[config.mk]
export PLATFORM = sky130hd
export DESIGN_NAME = casl_oracle_query_ctrl
export DESIGN_NICKNAME = d
export VERILOG_FILES = /design/src/rtl/casl_oracle_query_ctrl.sv
export SDC_FILE = /design/constraint.sdc
export NUM_CORES = 1
export LEC_CHECK = 0
export BUFFER_PORTS_ARGS = -buffer_cell sky130_fd_sc_hd__buf_2
export CAP_MARGIN = 20
export CORE_MARGIN = 2
export CORE_UTILIZATION = 50
export CTS_BUF_LIST = sky130_fd_sc_hd__clkbuf_8
export DETAILED_ROUTE_END_ITERATION = 8
export GPL_ROUTABILITY_DRIVEN = 0
export PLACE_DENSITY = 0.75
export SYNTH_ARGS = -nofsm -noshare
export SYNTH_HDL_FRONTEND = slang
export SYNTH_SLANG_ARGS = --single-unit
export TNS_END_PERCENT = 5
[constraint.sdc]
create_clock -name clk -period 1.9 [get_ports clk]
set_input_delay 0.38 -clock clk [delete_from_list [all_inputs] [get_ports clk]]
set_output_delay 0.38 -clock clk [all_outputs]
set_load 0.02 [all_outputs]
[src/rtl/casl_oracle_query_ctrl.sv]
// casl_oracle_query_ctrl
// Oracle/query front-end for the CAS-Lock protected c1908 netlist.
// The controller loads the key serially into a shadow register and commits it
// to dut_key in a single cycle. It then applies query patterns, waits a settle
// time and returns the sampled G75 output.
//
// state     | meaning
// ----------+---------------------------------------------------------------
// KEY_EMPTY | no key committed since reset; only key bits accepted
// KEY_LOAD  | shifting a key into the shadow; dut_key still holds the old key
// READY     | key committed; a query or the first bit of a reload is accepted
// APPLY     | pattern on dut_pi, settle_cnt counting down to the sample point
// RESP      | r_data/r_valid held until the consumer takes the response
module casl_oracle_query_ctrl #(
  parameter int KEY_W      = 64,
  parameter int PI_W       = 33,
  parameter int SETTLE_CYC = 2,
  parameter int CNT_W      = 16
) (
  input  logic             clk,
  input  logic             rst,
  input  logic             kin_valid,
  input  logic             kin_bit,
  output logic             kin_ready,
  output logic             key_loaded,
  input  logic             q_valid,
  input  logic [PI_W-1:0]  q_pattern,
  output logic             q_ready,
  output logic             r_valid,
  output logic             r_data,
  input  logic             r_ready,
  output logic [PI_W-1:0]  dut_pi,
  output logic [KEY_W-1:0] dut_key,
  input  logic             dut_out,
  output logic [CNT_W-1:0] query_cnt
);

  localparam int BIT_W = $clog2(KEY_W + 1);

  typedef enum logic [2:0] {
    KEY_EMPTY,
    KEY_LOAD,
    READY,
    APPLY,
    RESP
  } state_t;

  state_t             state;
  // The shadow holds KEY_W-1 bits. The final bit goes straight from kin_bit
  // into the committed key, so a shift would push only the oldest bit out.
  logic [KEY_W-2:0]   key_shadow;
  logic [BIT_W-1:0]   bit_cnt;
  logic [3:0]         settle_cnt;

  logic               key_xfer;
  logic               q_xfer;
  logic               last_bit;
  logic [KEY_W-2:0]   shadow_next;

  // Handshake readiness; a pending query blocks key bits in READY.
  always_comb begin
    kin_ready = (state == KEY_EMPTY) || (state == KEY_LOAD) ||
                ((state == READY) && !q_valid);
    q_ready   = (state == READY);
  end

  // Transfer qualifiers and the next shadow value.
  always_comb begin
    key_xfer    = kin_valid && kin_ready;
    q_xfer      = q_valid && q_ready;
    last_bit    = (bit_cnt == BIT_W'(KEY_W - 1));
    shadow_next = {kin_bit, key_shadow[KEY_W-2:1]};
  end

  // Main sequencer: key shift/commit, query apply, settle countdown, response.
  always_ff @(posedge clk) begin
    if (rst) begin
      state      <= KEY_EMPTY;
      key_shadow <= '0;
      dut_key    <= '0;
      dut_pi     <= '0;
      bit_cnt    <= '0;
      settle_cnt <= '0;
      query_cnt  <= '0;
      r_data     <= 1'b0;
      r_valid    <= 1'b0;
      key_loaded <= 1'b0;
    end else begin
      case (state)
        KEY_EMPTY, READY: begin
          if (q_xfer) begin
            dut_pi     <= q_pattern;
            settle_cnt <= 4'(SETTLE_CYC - 1);
            state      <= APPLY;
          end else if (key_xfer) begin
            key_shadow <= shadow_next;
            bit_cnt    <= BIT_W'(1);
            key_loaded <= 1'b0;
            state      <= KEY_LOAD;
          end
        end
        KEY_LOAD: begin
          if (key_xfer) begin
            key_shadow <= shadow_next;
            if (last_bit) begin
              dut_key    <= {kin_bit, key_shadow};
              key_loaded <= 1'b1;
              bit_cnt    <= '0;
              state      <= READY;
            end else begin
              bit_cnt <= bit_cnt + BIT_W'(1);
            end
          end
        end
        APPLY: begin
          if (settle_cnt == 4'd0) begin
            r_data  <= dut_out;
            r_valid <= 1'b1;
            state   <= RESP;
          end else begin
            settle_cnt <= settle_cnt - 4'd1;
          end
        end
        RESP: begin
          if (r_ready) begin
            r_valid   <= 1'b0;
            query_cnt <= query_cnt + CNT_W'(1);
            state     <= READY;
          end
        end
        default: state <= KEY_EMPTY;
      endcase
    end
  end

  // Settle time must fit the 4-bit countdown and be at least one cycle.
  always_ff @(posedge clk) begin
    a_settle_range: assert (SETTLE_CYC >= 1 && SETTLE_CYC <= 15);
  end

endmodule

After elaboration in Yosys (flattened, before gate mapping)
Index checks and enable logic that the tools add are counted.

storage, ports and cells
  input bits = 40
  flip-flop bits (word level) = 193

operators by class
  equal/unequal tests = 14
  mux-type cells = 26
  $add $sub $neg = 3
  reduce and logical (&&, ||, !) cells = 22

operators with widths
  kind                   number
  $mux 63                2
  $pmux 63 s2            1
  $mux 7                 4
  $mux 3                 6
  $add 16x1->16 const B  1
  $ne 2x2->1 const B     8
  $pmux 7 s2             1
  $pmux 3 s4             1
  $reduce_and 5->1       2
  $reduce_and 3->1       3
  $mux 4                 2
  $pmux 4 s2             1
  $reduce_and 2->1       4
  $add 7x1->7 const B    1
  $eq 7x6->1 const B     1
  $eq 3x2->1 const B     2
  $mux 1                 6
  $reduce_bool 2->1      3
  $logic_not 4->1        1
  $pmux 1 s2             2
  $reduce_and 4->1       1
  $sub 4x1->4 const B    1
  $eq 3x1->1 const B     1
  $eq 3x3->1 const B     1
  other kinds (6)        9

Logic depth before layout (Yosys ltp)
Gate-level depths: netlist of run 1.

  word-level depth = 7
  gate-level depth with buffers = 8
  gate-level depth less buffers = 6

Least setup slack after synthesis of run 1
OpenSTA, ideal clock, no wires.

  path kind = register to register
  start = register state[2]
  end = register dut_pi[10]
  data arrival time = 1.675 ns
  setup time = 0.132 ns
  setup slack = 0.092 ns
  stages on the path, launching flop included = 7
  required time = 1.768 ns
  clock period less this slack = 1.808 ns
  path through = dfxtp_1 > buf_4 > nor3b_1 > nand2_1 > clkbuf_1 > nand2_1 > a21oi_1

on the way
  longest elaborated chain between the ends = 3
  elaborated cells on any way between the ends = 5

RTL lines
  item                                                  RTL line  text
  start: declaration                                    48        state_t state;
  start signal: assignment                              78        state <= KEY_EMPTY;
  start signal: assignment                              94        state <= APPLY;
  start signal: assignment                              99        state <= KEY_LOAD;
  $eq 3x2->1 *                                          64        q_ready = (state == READY);
  named net q_ready                                     28        output logic q_ready,
  $reduce_or 2->1 or $logic_and 1x1->1 (tied branches)  89, 70
  $reduce_and 2->1 (no line) *                          --
  end signal: assignment                                92        dut_pi <= q_pattern;
  end: declaration                                      32        output logic [PI_W-1:0] dut_pi,

Mark *: on every way through the listed nets, which the timed path passes. The rest lies on a longest branch.
A chain may end at the register's enable or synchronous reset.

Final worst setup path of run 1
  start = register state[2]
  end = output kin_ready

on the way
  longest elaborated chain between the ends = 3
  elaborated cells on any way between the ends = 6

RTL lines
  item                                                   RTL line  text
  $eq 3x1->1 (tied with other cells)                     62        kin_ready = (state == KEY_EMPTY) || (state == KEY_LOAD) ||
  $logic_or 1x1->1 or $logic_and 1x1->1 (tied branches)  62, 63
  $logic_or 1x1->1 *                                     62
  end: declaration                                       24        output logic kin_ready,

Mark *: on every way between the ends. The rest lies on a longest branch, timed or not.

==> qor.txt, run 1 <==
Status: complete, no violations
Hold WC Path Type: input pin to flop
Synth Flop Type: dfxtp_1
CP max FO: 7
I/O pin total: 158
Final net count: 1,060
Die W: 123.0 um
PwrDens: 799.8 nW/um2
Clock Latency Late Sink: 0.47 ns
CP Launch Type: flop
Sw Ratio: 22.54%
Required time worst endpoint: 1.52 ns
WS Path Type: flop to primary output
Count leader, synth: nand2_1
Die boundary height: 123.0 um
Global-route wire length before repair: 25,050 um
Final Skew: 0.008218 ns
Total placed cells including tap cells: 1,177
Layout area overhead: 19.49%
Synth Instances: 881
Routed wire per std cell: 12.99 um
Fmax: 555.4 MHz
Top cells by count, synth: nand2_1 (336), dfxtp_1 (193), a21oi_1 (172)
Multi-input gate area: 2928 um2
Post-route ant nets: 0
Max Buffers Root-to-Sink: 2
Post-route minimum period: 1.800 ns
FP Rows: 43
Antenna Cells: 0
Flop pwr share: 59.9%
Critical Path Source: state[2]
Clock tree from TritonCTS: yes
Post-synth EDFFs: 0
Crit path arrival time: 1.42 ns
Num Clock Sinks: 193
Min-delay src: q_pattern[10]
Final Cell Area: 8467 um2
CTS buffer count: 17
Worst relative slew slack: 66.64%
Final Util: 61.00%
Layout cells sized above 1: 21.67%
Via density: 5.034
DP Wirelength: 9955 um
Largest cells by area after synthesis: dfxtp_1 (55%), nand2_1 (18%), a21oi_1 (12%)
DRT Pass-1 Iters: 5
Largest net degree at the start of global routing: 65
Syn Nets: 925
DRC Markers: 0
Net Sw Power: 1527 uW
Yosys warnings: 0
Die Area: 15,140 um2
Area share of the largest cell type after synthesis: 54.53%
Clk slew on worst S/H paths: 0.09 ns
Internal power: 5245 uW
Mapped Avg Cell Area: 8.043 um2
Max-cap violation count: 0
Crit end category: primary output
Antenna violations before repair: 0
Max IR drop VDD: 0.4237 mV
Pwr Total: 6772 uW
H-tree levels: 4
DP Area: 8077 um2
Fill count: 1,301
Hold path depth: 3
RSZ-0062 raised after global routing: false
Register area: 3867 um2
Clk root buf: clkbuf_8
Non-filler instance count after layout: 1,209
Period utilisation layout: 94.76%
Total grt overflow: 0
WL final: 15,700 um
FF+latch count, synth: 193
Cells on worst reg2reg path: 6
Final Hold Viols: 0
Vias after detailed routing: 6,086
Buffers on Ports: 157
Area leader, netlist: dfxtp_1
Lkg Pwr: 0.003271 uW
Tightest Pin Transition: 0.5005 ns
Setup-failing EPs final: 0
Gr usage total: 20.54%
Seq/Total Area, Yosys: 54.53%
Netlist cell types: 45
Combinational share of power: 3.3%
Pins over their slew limit: 0
Core Region: 13,880 um2
Worst r2r src: bit_cnt[0]
Clock power share: 36.8%
Postcts setup bufs: 0
Sum Neg Setup Slack: 0 ns
Synth Cell Area: 7086 um2
Vias in the first global route: 5,436
Post-CTS Hold Buffers: 0
Starting Density: 51.05%
Fraction of registers with async set/reset: 0%
DR iter-0 viols: 263
-- per-stage QoR --
stage               setup slack [ns]  hold slack [ns]
finish                       0.09965           0.1426
global route                 0.02572           0.1263
CTS                         0.006465           0.1171
detailed placement            0.1725           0.4272
global placement              0.2015           0.4220
floorplan                    0.09229           0.4087
-- cell families (layout without fill, tap and decap cells) --
| kind of cell | Yosys count | in the layout | synth area share (%) |
|---|---|---|---|
| AOI/OAI and AO/OA | 192 | 192 | 14.22 |
| buffers and inverters | 69 | 217 | 4.662 |
| DFF | 193 | 193 | 54.53 |
| muxes | 1 | 1 | 0.1413 |
| xor gates and xnor gates | 14 | 14 | 1.731 |
| adders and majority gates | 4 | 4 | 0.7064 |
| and+or+nand+nor | 408 | 408 | 24.02 |
-- registers in the layout (all words and copies together) (netlist names) --
| name | flops |
|---|---|
| key_shadow | 63 |
| r_valid | 1 |
| key_loaded | 1 |
| bit_cnt | 7 |
| query_cnt | 16 |
| r_data | 1 |
| state | 3 |
| dut_key | 64 |
| settle_cnt | 4 |
| dut_pi | 33 |
-- path summary, 6_finish.rpt --
| check | to | slack, ns |
|---|---|---|
| max | kin_ready | 0.1 |
| min | dut_pi[10] | 0.14 |
| max reg2reg | dut_key[56] | 0.14 |
| min reg2reg | bit_cnt[6] | 0.44 |
-- critical path: stages (launching register included) --
cell and delay (ns):
dfxtp_2 0.42, buf_4 0.16, inv_1 0.06, and2_1 0.15
buf_2 0.17
-- per-layer routing --
| metal | wire [um] | track usage (%) | vias to the layer above |
|---|---|---|---|
| met5 | 0 | 0 | - |
| met4 | 197 | 7.173 | 0 |
| met1 | 7309 | 26.42 | 2776 |
| met2 | 7267 | 33.67 | 138 |
| li1 | - | - | 3155 |
| met3 | 929 | 5.120 | 17 |
-- placed cells by master (no fill, tap or decap), drive strengths merged, types with 8 or more instances in the layout --
cell	n
a21oi	172
buf	178
clkbuf	20
clkinv	8
dfxtp	193
inv	9
nand2	336
nand3	11
nor2	19
xor2	9
-- repair_timing --
item | in CTS | in global routing
endpoints found under the setup margin | 2 | 2
pin swaps | 0 | 1
endpoints found under the hold margin | 0 | 0
gates resized for setup | 3 | 4
-- power by group through the flow --
| stage | sequential, uW | combinational, uW | clock [uW] |
|---|---|---|---|
| finish | 4060 | 224 | 2490 |
| global route | 4060 | 246 | 2710 |
| CTS | 4060 | 224 | 2560 |
| detailed placement | 4150 | 223 | 0 |
| global placement | 4150 | 224 | 0 |
| floorplan | 4150 | 122 | 0 |
-- layout make-up --
type	count	share of cell area, %
clock buffer	20	3.251
clock inverter	12	1.094
inverter	7	0.3103
multi-input combinational	619	34.58
sequential	193	45.68
tap	180	2.660
timing repair buffer	178	12.43
Power figures use the tool's default switching activity.
==> inputs of run 2 (changes only) <==
ABC_AREA = 1   (was unset)
PLACE_DENSITY = 0.74   (was 0.75)
==> run 2 against run 1 <==
Effect of this change: clock power up 7%; combinational power rose to 10 times the previous value; critical endpoint unchanged; worst hold slack worse by 0.0021 ns; highest routed layer unchanged; critical path depth up 1; core utilization down 1.1 points; sequential share of layout area down 0.77 points; clock skew about the same.
==> qor.txt, run 2 <==
Total grt overflow: 0 (unchanged)
Combinational share of power: 23.1% (+20 points)
Largest cells by area after synthesis: dfxtp_1 (53%), nor2_1 (18%), o21ai_0 (12%)
Critical path's largest stage delay: 0.33 ns (-0.09 ns)
Clock power share: 26.5% (-10 points)
DP Wirelength: 10,190 um (+2.3%)
Period utilisation layout: 96.74% (+2.0 points)
Syn Nets: 1,009 (+9.1%)
Routed wire per std cell: 12.01 um (-7.5%)
Seq/Total Area, Yosys: 53.09% (-1.4 points)
Final Skew: 0.008718 ns (+0.0004998 ns)
Via density: 4.893 (-2.8%)
Met1 Use GR: 25.76% (-0.66 points)
Die W: 124.7 um (+1.3%)
Total placed cells including tap cells: 1,268 (+7.7%)
PwrDens: 1167 nW/um2 (+46%)
WS Path Type: flop to primary output
Max IR drop VDD: 0.6652 mV (+57%)
Clk slew on worst S/H paths: 0.09 ns (about the same)
Final worst slack: 0.06194 ns (-0.03771 ns)
Largest net degree at the start of global routing: 51 (-22%)
Synth Cell Area: 7278 um2 (+2.7%)
Met3 Resource Use GR: 5.799% (+0.68 points)
Commonest non-fill, non-tap cells in the layout: nor2_1 (358), dfxtp_1 (192), o21ai_0 (169), buf_2 (156), nand2_1 (74)
Final Util: 59.89% (-1.1 points)
Post-route ant nets: 0 (unchanged)
Max Buffers Root-to-Sink: 2 (unchanged)
Place WS: 0.08981 ns (-0.08270 ns)
Final Hold Viols: 0 (unchanged)
Worst relative slew slack: 58.62% (-8.0 points)
H-tree levels: 4 (unchanged)
CP Launch Type: flop
Net Sw Power: 3326 uW (+120%)
Most common cell after layout, fill and taps aside: nor2_1
Top cells by count, synth: nor2_1 (358), dfxtp_1 (193), o21ai_0 (169)
Fmax: 544.1 MHz (-2.1%)
Mapped Avg Cell Area: 7.542 um2 (-6.2%)
Routing usage on met2: 32.95% (-0.72 points)
Count leader, synth: nor2_1
Area share of the largest cell type after synthesis: 53.09% (-1.4 points)
Biggest regs: dut_key: 64 flops, key_shadow: 63 flops, dut_pi: 33 flops
WL final: 15,640 um (-0.39%)
Max-cap violation count: 0 (unchanged)
Synth Instances: 965 (+9.5%)
Min-delay src: q_pattern[19]
Global-route wire length before repair: 26,360 um (+5.3%)
Flop pwr share: 50.4% (-9.5 points)
Clock tree from TritonCTS: yes
Final net count: 1,148 (+8.3%)
Layout cells sized above 1: 20.59% (-1.1 points)
I/O pin total: 158 (unchanged)
Hold WC Path Type: input pin to flop
Buffers on Ports: 157 (unchanged)
Fraction of registers with async set/reset: 0% (unchanged)
Layout area overhead: 18.24%
Clk root buf: clkbuf_8
Vias in the first global route: 5,782 (+6.4%)
Post-synth EDFFs: 0 (unchanged)
Hold Slack: 0.1405 ns (-0.002116 ns)
Cell chain of the critical path: buf_4 -> nor2_2 -> nand2_1 -> nand2_2 -> buf_4
Crit path arrival time: 1.46 ns (+0.04 ns)
Pins over their slew limit: 0 (unchanged)
Tightest Pin Transition: 0.6201 ns (+0.1196 ns)
Netlist cell types: 29 (-36%)
DR iter-0 viols: 435 (+65%)
CTS buffer count: 17 (unchanged)
DRC Markers: 0 (unchanged)
FP Rows: 44 (+2.3%)
Internal power: 6720 uW (+28%)
Core Region: 14,370 um2 (+3.5%)
Critical Path Source: state[2]
Synth Flop Type: dfxtp_1
Clock Latency Late Sink: 0.46 ns (about the same)
Post-route minimum period: 1.838 ns (+0.03771 ns)
Slowest CP cell: dfxtp_1
Setup-failing EPs final: 0 (unchanged)
Num Clock Sinks: 193 (unchanged)
Worst r2r src: bit_cnt[0]
Sw Ratio: 33.11% (+11 points)
Gr busiest metal: met2
Lkg Pwr: 0.003842 uW (+17%)
Max FFs per register: 64 (unchanged)
Crit end category: primary output
RSZ-0062 raised after global routing: true
Die Area: 15,540 um2 (+2.6%)
CP max FO: 6 (-1)
Antenna violations before repair: 1 (+1)
Most used cell, CP: buf_4
Yosys warnings: 0 (unchanged)
Non-filler instance count after layout: 1,302 (+7.7%)
FF+latch count, synth: 193 (unchanged)
Vias after detailed routing: 6,371 (+4.7%)
Area leader, netlist: dfxtp_1
DRT Pass-1 Iters: 4 (-1)
Die boundary height: 124.7 um (+1.3%)
Most flop-heavy register: dut_key
Status: complete, no violations
Gr usage total: 20.22% (-0.32 points)
Starting Density: 50.65% (-0.39 points)
Required time worst endpoint: 1.52 ns (about the same)
Post-CTS Hold Buffers: 0 (unchanged)
run 2: cell types whose count changed after synthesis, moves of 5 or more:
cell | before | now
nor2_1 | 19 | 358
nand2_1 | 336 | 75
o21ai_0 | 4 | 169
a21oi_1 | 172 | 21
inv_1 | 7 | 33
clkbuf_1 | 45 | 27
o21ai_1 | 1 | 9
xor2_1 | 9 | 1
nor2_2 | 0 | 7
buf_2 | 6 | 11
inv_2 | 0 | 5
nor3_1 | 6 | 1
run 2: logic make-up after synthesis:
family          after synthesis  share of synthesized area, %
simple gates                470                         25.67
xor+xnor                      4                        0.4814
fa+ha+maj                     4                        0.6877
compound gates              201                         13.91
flops                       193                         53.09
buf+inv                      93                         6.172
run 2: power by group through the flow:
| stage | logic (uW) | clock network, uW | registers, uW |
|---|---|---|---|
| finish | 2320 | 2660 | 5060 |
| CTS | 2320 | 2740 | 5060 |
| floorplan | 1590 | 0 | 5210 |
| detailed placement | 2300 | 0 | 5140 |
| global placement | 2260 | 0 | 5130 |
| global route | 2680 | 2890 | 5160 |
run 2: routing by layer:
layer / share of wire (%) / up-vias
li1: - / 3353
met1: 47 / 2840
met2: 45 / 161
met3: 6.3 / 17
met4: 1.6 / 0
met5: 0 / -
run 2: critical path: cells and delay by family (launching register included):
kind,cells,cell delay [ns]
AND/OR/NAND/NOR,3,0.36
buffers and inverters,2,0.31
flip-flops,1,0.33
run 2: cell type report:
class | count | area, um2
tap | 184 | 230.2
timing repair buffer | 173 | 983.4
multi-input combinational | 680 | 2979
sequential | 193 | 3865
clock buffer | 19 | 261.5
clock inverter | 13 | 135.1
inverter | 39 | 148.9
fill | 1394 | 5763
antenna | 1 | 2.502
run 2: final timing paths:
path	endpoint	slack, ns	cells past startpoint
max	kin_ready	0.06	5
min	dut_pi[19]	0.14	3
max reg2reg	dut_key[18]	0.24	8
min reg2reg	r_data	0.45	2
run 2: repair_timing:
item,4_1_cts,5_1_grt
setup buffers,0,0
gates resized for setup,1,2
pin swaps,0,1
cloned,0,1
endpoints found under the setup margin,1,40
run 2: through the flow:
| stage | area, um2 | power (uW) | setup TNS [ns] |
|---|---|---|---|
| 2_1_floorplan | 7278 | 6801 | 0 |
| 3_3_place_gp | 8194 | 7389 | 0 |
| 3_5_place_dp | 8194 | 7441 | 0 |
| 4_1_cts | 8593 | 10110 | 0 |
| 5_1_grt | 8603 | 10720 | -0.01164 |
| 6_report | 8606 | 10050 | 0 |
